$ cat src/rtl/inventory_tracker.sv
// inventory_tracker
// Multi-slot player inventory: one saturating counter per item, a global
// capacity limit across all items, sticky or consumable behaviour per slot,
// and registered use-success / pickup-reject pulses for the win/lose logic.
module inventory_tracker #(
  parameter int                 N_ITEMS         = 4,
  parameter int                 CNT_W           = 3,
  parameter int                 CAPACITY        = 8,
  parameter logic [N_ITEMS-1:0] CONSUMABLE_MASK = '0
) (
  input  logic                              clk,
  input  logic                              reset,
  input  logic [N_ITEMS-1:0]                pickup,
  input  logic [N_ITEMS-1:0]                use_req,
  input  logic                              drop_all,
  output logic [N_ITEMS-1:0]                have,
  output logic [N_ITEMS*CNT_W-1:0]          count,
  output logic [$clog2(CAPACITY+1)-1:0]     total,
  output logic                              full,
  output logic [N_ITEMS-1:0]                use_ok,
  output logic                              reject
);

  localparam int                 TOT_W   = $clog2(CAPACITY + 1);
  localparam logic [CNT_W-1:0]   CNT_MAX = {CNT_W{1'b1}};
  localparam logic [TOT_W-1:0]   CAP_V   = TOT_W'(CAPACITY);

  // Per-item counters: the only architectural state besides the pulses.
  logic [CNT_W-1:0] cnt     [N_ITEMS];
  logic [CNT_W-1:0] cnt_nxt [N_ITEMS];

  logic [N_ITEMS-1:0] use_ok_nxt;
  logic               reject_nxt;

  // Running total consumed by pickups in ascending index order this cycle.
  logic [TOT_W-1:0]   pick_rt;

  // Counters never wrap; both helpers hold at their rail.
  function automatic logic [CNT_W-1:0] sat_inc(input logic [CNT_W-1:0] v);
    if (v == CNT_MAX) begin
      return v;
    end
    return v + CNT_W'(1);
  endfunction

  function automatic logic [CNT_W-1:0] sat_dec(input logic [CNT_W-1:0] v);
    if (v == '0) begin
      return v;
    end
    return v - CNT_W'(1);
  endfunction

  // Status views derived purely from the current counters.
  always_comb begin
    have  = '0;
    count = '0;
    total = '0;
    for (int i = 0; i < N_ITEMS; i++) begin
      have[i]                  = (cnt[i] != '0);
      count[i*CNT_W +: CNT_W]  = cnt[i];
      total                    = total + TOT_W'(cnt[i]);
    end
    full = (total == CAP_V);
  end

  // Next-state: pickups are granted lowest index first against a running
  // total that starts at the cycle-start total (same-cycle consumption is not
  // credited); use success always looks at the old count, so a consumable
  // picked up and used in one cycle nets to zero change.
  always_comb begin
    pick_rt    = total;
    use_ok_nxt = '0;
    reject_nxt = 1'b0;
    for (int i = 0; i < N_ITEMS; i++) begin
      cnt_nxt[i] = cnt[i];
      if (drop_all) begin
        cnt_nxt[i] = '0;
      end else begin
        if (use_req[i] && (cnt[i] != '0)) begin
          use_ok_nxt[i] = 1'b1;
        end
        if (pickup[i]) begin
          if ((cnt[i] != CNT_MAX) && (pick_rt < CAP_V)) begin
            cnt_nxt[i] = sat_inc(cnt[i]);
            pick_rt    = pick_rt + TOT_W'(1);
          end else begin
            reject_nxt = 1'b1;
          end
        end
        if (use_req[i] && (cnt[i] != '0) && CONSUMABLE_MASK[i]) begin
          cnt_nxt[i] = sat_dec(cnt_nxt[i]);
        end
      end
    end
  end

  // State register: reset clears counters and pulses, otherwise load next.
  always_ff @(posedge clk) begin
    if (reset) begin
      for (int i = 0; i < N_ITEMS; i++) begin
        cnt[i] <= '0;
      end
      use_ok <= '0;
      reject <= 1'b0;
    end else begin
      cnt    <= cnt_nxt;
      use_ok <= use_ok_nxt;
      reject <= reject_nxt;
    end
  end

endmodule

$ cat config.mk
export PLATFORM = sky130hd
export DESIGN_NAME = inventory_tracker
export DESIGN_NICKNAME = d
export VERILOG_FILES = /design/src/rtl/inventory_tracker.sv
export SDC_FILE = /design/constraint.sdc
export NUM_CORES = 1
export LEC_CHECK = 0
export CORE_MARGIN = 1
export CORE_UTILIZATION = 25
export DETAILED_ROUTE_END_ITERATION = 16
export PLACE_DENSITY_LB_ADDON = 0.05
export SETUP_SLACK_MARGIN = 0.5
export SYNTH_ARGS = -nofsm -noshare
export SYNTH_HDL_FRONTEND = slang
export SYNTH_SLANG_ARGS = --single-unit
$ cat constraint.sdc
create_clock -name clk -period 6.99 [get_ports clk]
set_input_delay 1.398 -clock clk [delete_from_list [all_inputs] [get_ports clk]]
set_output_delay 1.398 -clock clk [all_outputs]
set_load 0.03 [all_outputs]
==> flow_summary_export.csv <==
group,metric,value,unit
timing,slew_viol_final,0,
synth,yosysSeqAreaShare,24.7,%
routing,wire_per_inst,13.6,µm
critical_path,cp_max_fo,9,
layout,areaGrowthSynthToFinish,35.3,%
timing,skew,0.00393,ns
place,placed_area,1820,µm²
layout,final_area,1870,µm²
timing,clock.fmax,0.194,GHz
synth,synth_area,1380,µm²
routing,wl,3470,µm
die,pin_count,37,
die,die_area,5820,µm²
pwr,power.internal,169,µW
routing,drt_iter0_drc,37,
synth,syn_avg_cell_area,9.39,µm²
critical_path,setup.worst_path.end_class,"output pin",
synth,ys_warn_count,0,
timing,layout_min_cycle_time,5.16,ns
global_route,antenna_found_initial,0,
die,rows,26,
critical_path,required,5.59,ns
place,globalplace.congestion,0.705,
timing,max_slew.worst_pin.slew,0.664,ns
critical_path,critPathTopFamily,"adder cells",
clock_network,path_clk_slew,0.07,ns
global_route,grt_pass1_vias,1171,
die,die_height,76.3,µm
routing,antenna_left,0,
hold_path,hp-class,"flip-flop to flip-flop",
critical_path,cpPeakStageDelay,0.71,ns
clock_network,insertion_delay,0.25,ns
clock_network,numCtsBuffers,3,
synth,synth_cell_types,45,
global_route,grt_max_degree,12,
pwr,powerDensity,133,nW/µm²
pwr,share_comb_of_total_power,28.7,%
clock_network,cts_hold_buf,0,
layout,drive_above_1_share,11.4,%
critical_path,worst-path-buf-inv,3,
layout,layout.nets,220,
routing,dr.pass1.iters,4,
clock_network,root_buffer,"clkbuf_8",
global_route,grt_pass1_wl,5830,µm
die,core,5200,µm²
global_route,gr-total-overflow,0,
pwr,p_switching,78.6,µW
timing,finalSetupTns,0,ns
pwr,p_clk_share,30.5,%
timing,fin_crit_sh,73.7,%
critical_path,path_cells,"inv_1 -> fa_1 -> inv_1 -> fa_1 -> ha_1 -> fa_1 -> xnor3_2 -> nor3b_1 -> clkdlybuf4s50_1",
status,status,"finished, final reports clean",
synth,synth_top_area_share,24.7,%
pwr,switching_share,31.7,%
routing,vias,1153,
synth,syn_nets,181,
layout,diodes,0,
global_route,grt_usage,12.8,%
clock_network,cts_setup_buffers,0,
clock_network,clkSinkCount,17,
critical_path,crit_type,"flip-flop to output pin",
clock_network,cts_tree,"built",
critical_path,crit_slowest_cell,"clkdlybuf4s50_1",
place,portBuffers,36,
synth,netlist_instances,147,
critical_path,cp-start-kind,"flip-flop",
routing,vias_per_cell,4.52,
timing,grt_setup_unrepaired,"no",
timing,setup-violations-final,0,
clock_network,postCtsResizedCells,0,
synth,synth_area_leaders,"dfxtp_1 25%, ha_1 15%, fa_1 8.7%, inv_1 5.2%, mux2i_1 5.1%",
critical_path,crit_path_frequent_cell,"fa_1",
clock_network,h-tree-depth,1,
clock_network,cts_buffer_depth,2,
job,cap_violations,0,
synth,synth_seq_cells,17,
place,dp_hpwl,2920,µm
pwr,pwr-share-seq,40.8,%
timing,hold_violations,0,
pwr,leakage,0.817,nW
die,start_util,26.5,%
routing,drc,0,
critical_path,arrival,3.76,ns
die,die_x,76.3,µm
pwr,peakVddDrop,0.0826,mV
timing,relSlewSlack,55.6,%
synth,yosys.area.top_type,"dfxtp_1",
cell usage in the layout (no fill, tap or decap), types with 2 or more instances in the layout:
cell,n
nand2_1,7
mux2i_1,7
clkdlybuf4s50_1,36
a32o_2,2
nor3_1,4
ha_1,17
a211oi_2,2
xnor2_1,3
clkbuf_8,3
fa_1,6
o211ai_1,2
inv_1,19
nand3_1,2
nor3b_2,2
o21ai_0,2
or2_2,2
nor3b_1,3
and3_1,6
nand4_1,2
nand3b_1,2
a21oi_1,3
nor2_1,12
a211oi_1,2
dfxtp_1,17
stage by stage:
step | util, % | worst slack [ns] | power [mW] | instances | hold slack, ns
global placement | 35.0 | 2.15 | 0.174 | 251 | 0.530
floorplan | - | 2.09 | 0.148 | 147 | 0.660
global route | 35.9 | 1.60 | 0.264 | 255 | 0.590
detailed placement | 35.0 | 2.10 | 0.175 | 251 | 0.550
CTS | 35.9 | 1.79 | 0.253 | 255 | 0.564
finish | 35.9 | 1.83 | 0.248 | 255 | 0.559
final timing paths:
kind,from,endpoint,slack (ns),cells after the start
max,count[1]$_SDFFE_PP0P_,full,1.83,9
min,count[2]$_SDFFE_PP0P_,count[2]$_SDFFE_PP0P_,0.56,2
min reg2reg,count[2]$_SDFFE_PP0P_,count[2]$_SDFFE_PP0P_,0.56,2
max reg2reg,count[1]$_SDFFE_PP0P_,count[10]$_SDFFE_PP0P_,2.24,16
power by group through the flow:
stage	combinational (mW)	clock [mW]	sequential [mW]
after global placement	0.0705	0	0.103
after floorplan	0.0417	0	0.107
after global routing	0.0779	0.0843	0.102
after CTS	0.0720	0.0793	0.101
final	0.0713	0.0755	0.101
after detailed placement	0.0714	0	0.104
tightest hold or removal path, cell delays in order (launching register included):
cell     delay, ns
dfxtp_1       0.34
mux2i_1       0.13
nor2_1        0.05
layer usage:
metal | wire length (µm) | share of wire (%) | GRT usage [%] | up-vias
met5 | 0 | 0 | 0 | -
met4 | 41 | 1.2 | 4.62 | 0
met3 | 181 | 5.2 | 3.11 | 4
met2 | 1530 | 44 | 19.5 | 33
met1 | 1710 | 49 | 17.3 | 517
li1 | - | - | - | 599
cell usage after synthesis:
master and instances:
a2111o_1 1, a211oi_1 2, a211oi_2 2, a211oi_4 1, a21oi_1 3, a32o_2 2, a41o_2 1, and2_1 1
and3_1 6, buf_1 1, clkbuf_1 1, dfxtp_1 17, fa_1 6, ha_1 17, inv_1 19, inv_2 1
mux2_2 1, mux2i_1 7, nand2_1 7, nand2b_1 1, nand3_1 2, nand3b_1 2, nand4_1 2, nand4b_1 1
nor2_1 12, nor3_1 4, nor3b_1 3, nor3b_2 2, nor4_1 1, nor4bb_1 1, o2111ai_1 1, o211ai_1 2
o21a_1 1, o21ai_0 2, o21ai_1 1, o21ai_2 1, o311ai_0 1, o31ai_2 1, or2_1 1, or2_2 2
or3_1 1, or3b_2 1, or3b_4 1, xnor2_1 3, xnor3_2 1
layout make-up:
| class | instances | area (µm²) |
|---|---|---|
| Tap cell | 70 | 87.6 |
| Sequential cell | 17 | 340 |
| Fill cell | 539 | 3340 |
| Timing Repair Buffer | 36 | 360 |
| Clock inverter | 1 | 5.00 |
| Multi-Input combinational cell | 108 | 957 |
| Inverter | 20 | 75.1 |
| Clock buffer | 3 | 41.3 |
cell families after synthesis:
group,Yosys count,share of synthesized area (%)
multiplexers,8,5.89
flip-flops,17,24.7
buffers and inverters,22,5.98
AO/OA/AOI/OAI,22,14.2
adder cells (fa/ha/maj),23,24.1
AND/OR/NAND/NOR,51,21.5
XOR/XNOR,4,3.63
registers in the layout, summed over array words and instances (netlist names):
name	flops
count	12
reject	1
use_ok	4
(Power assumes the default switching activity.)
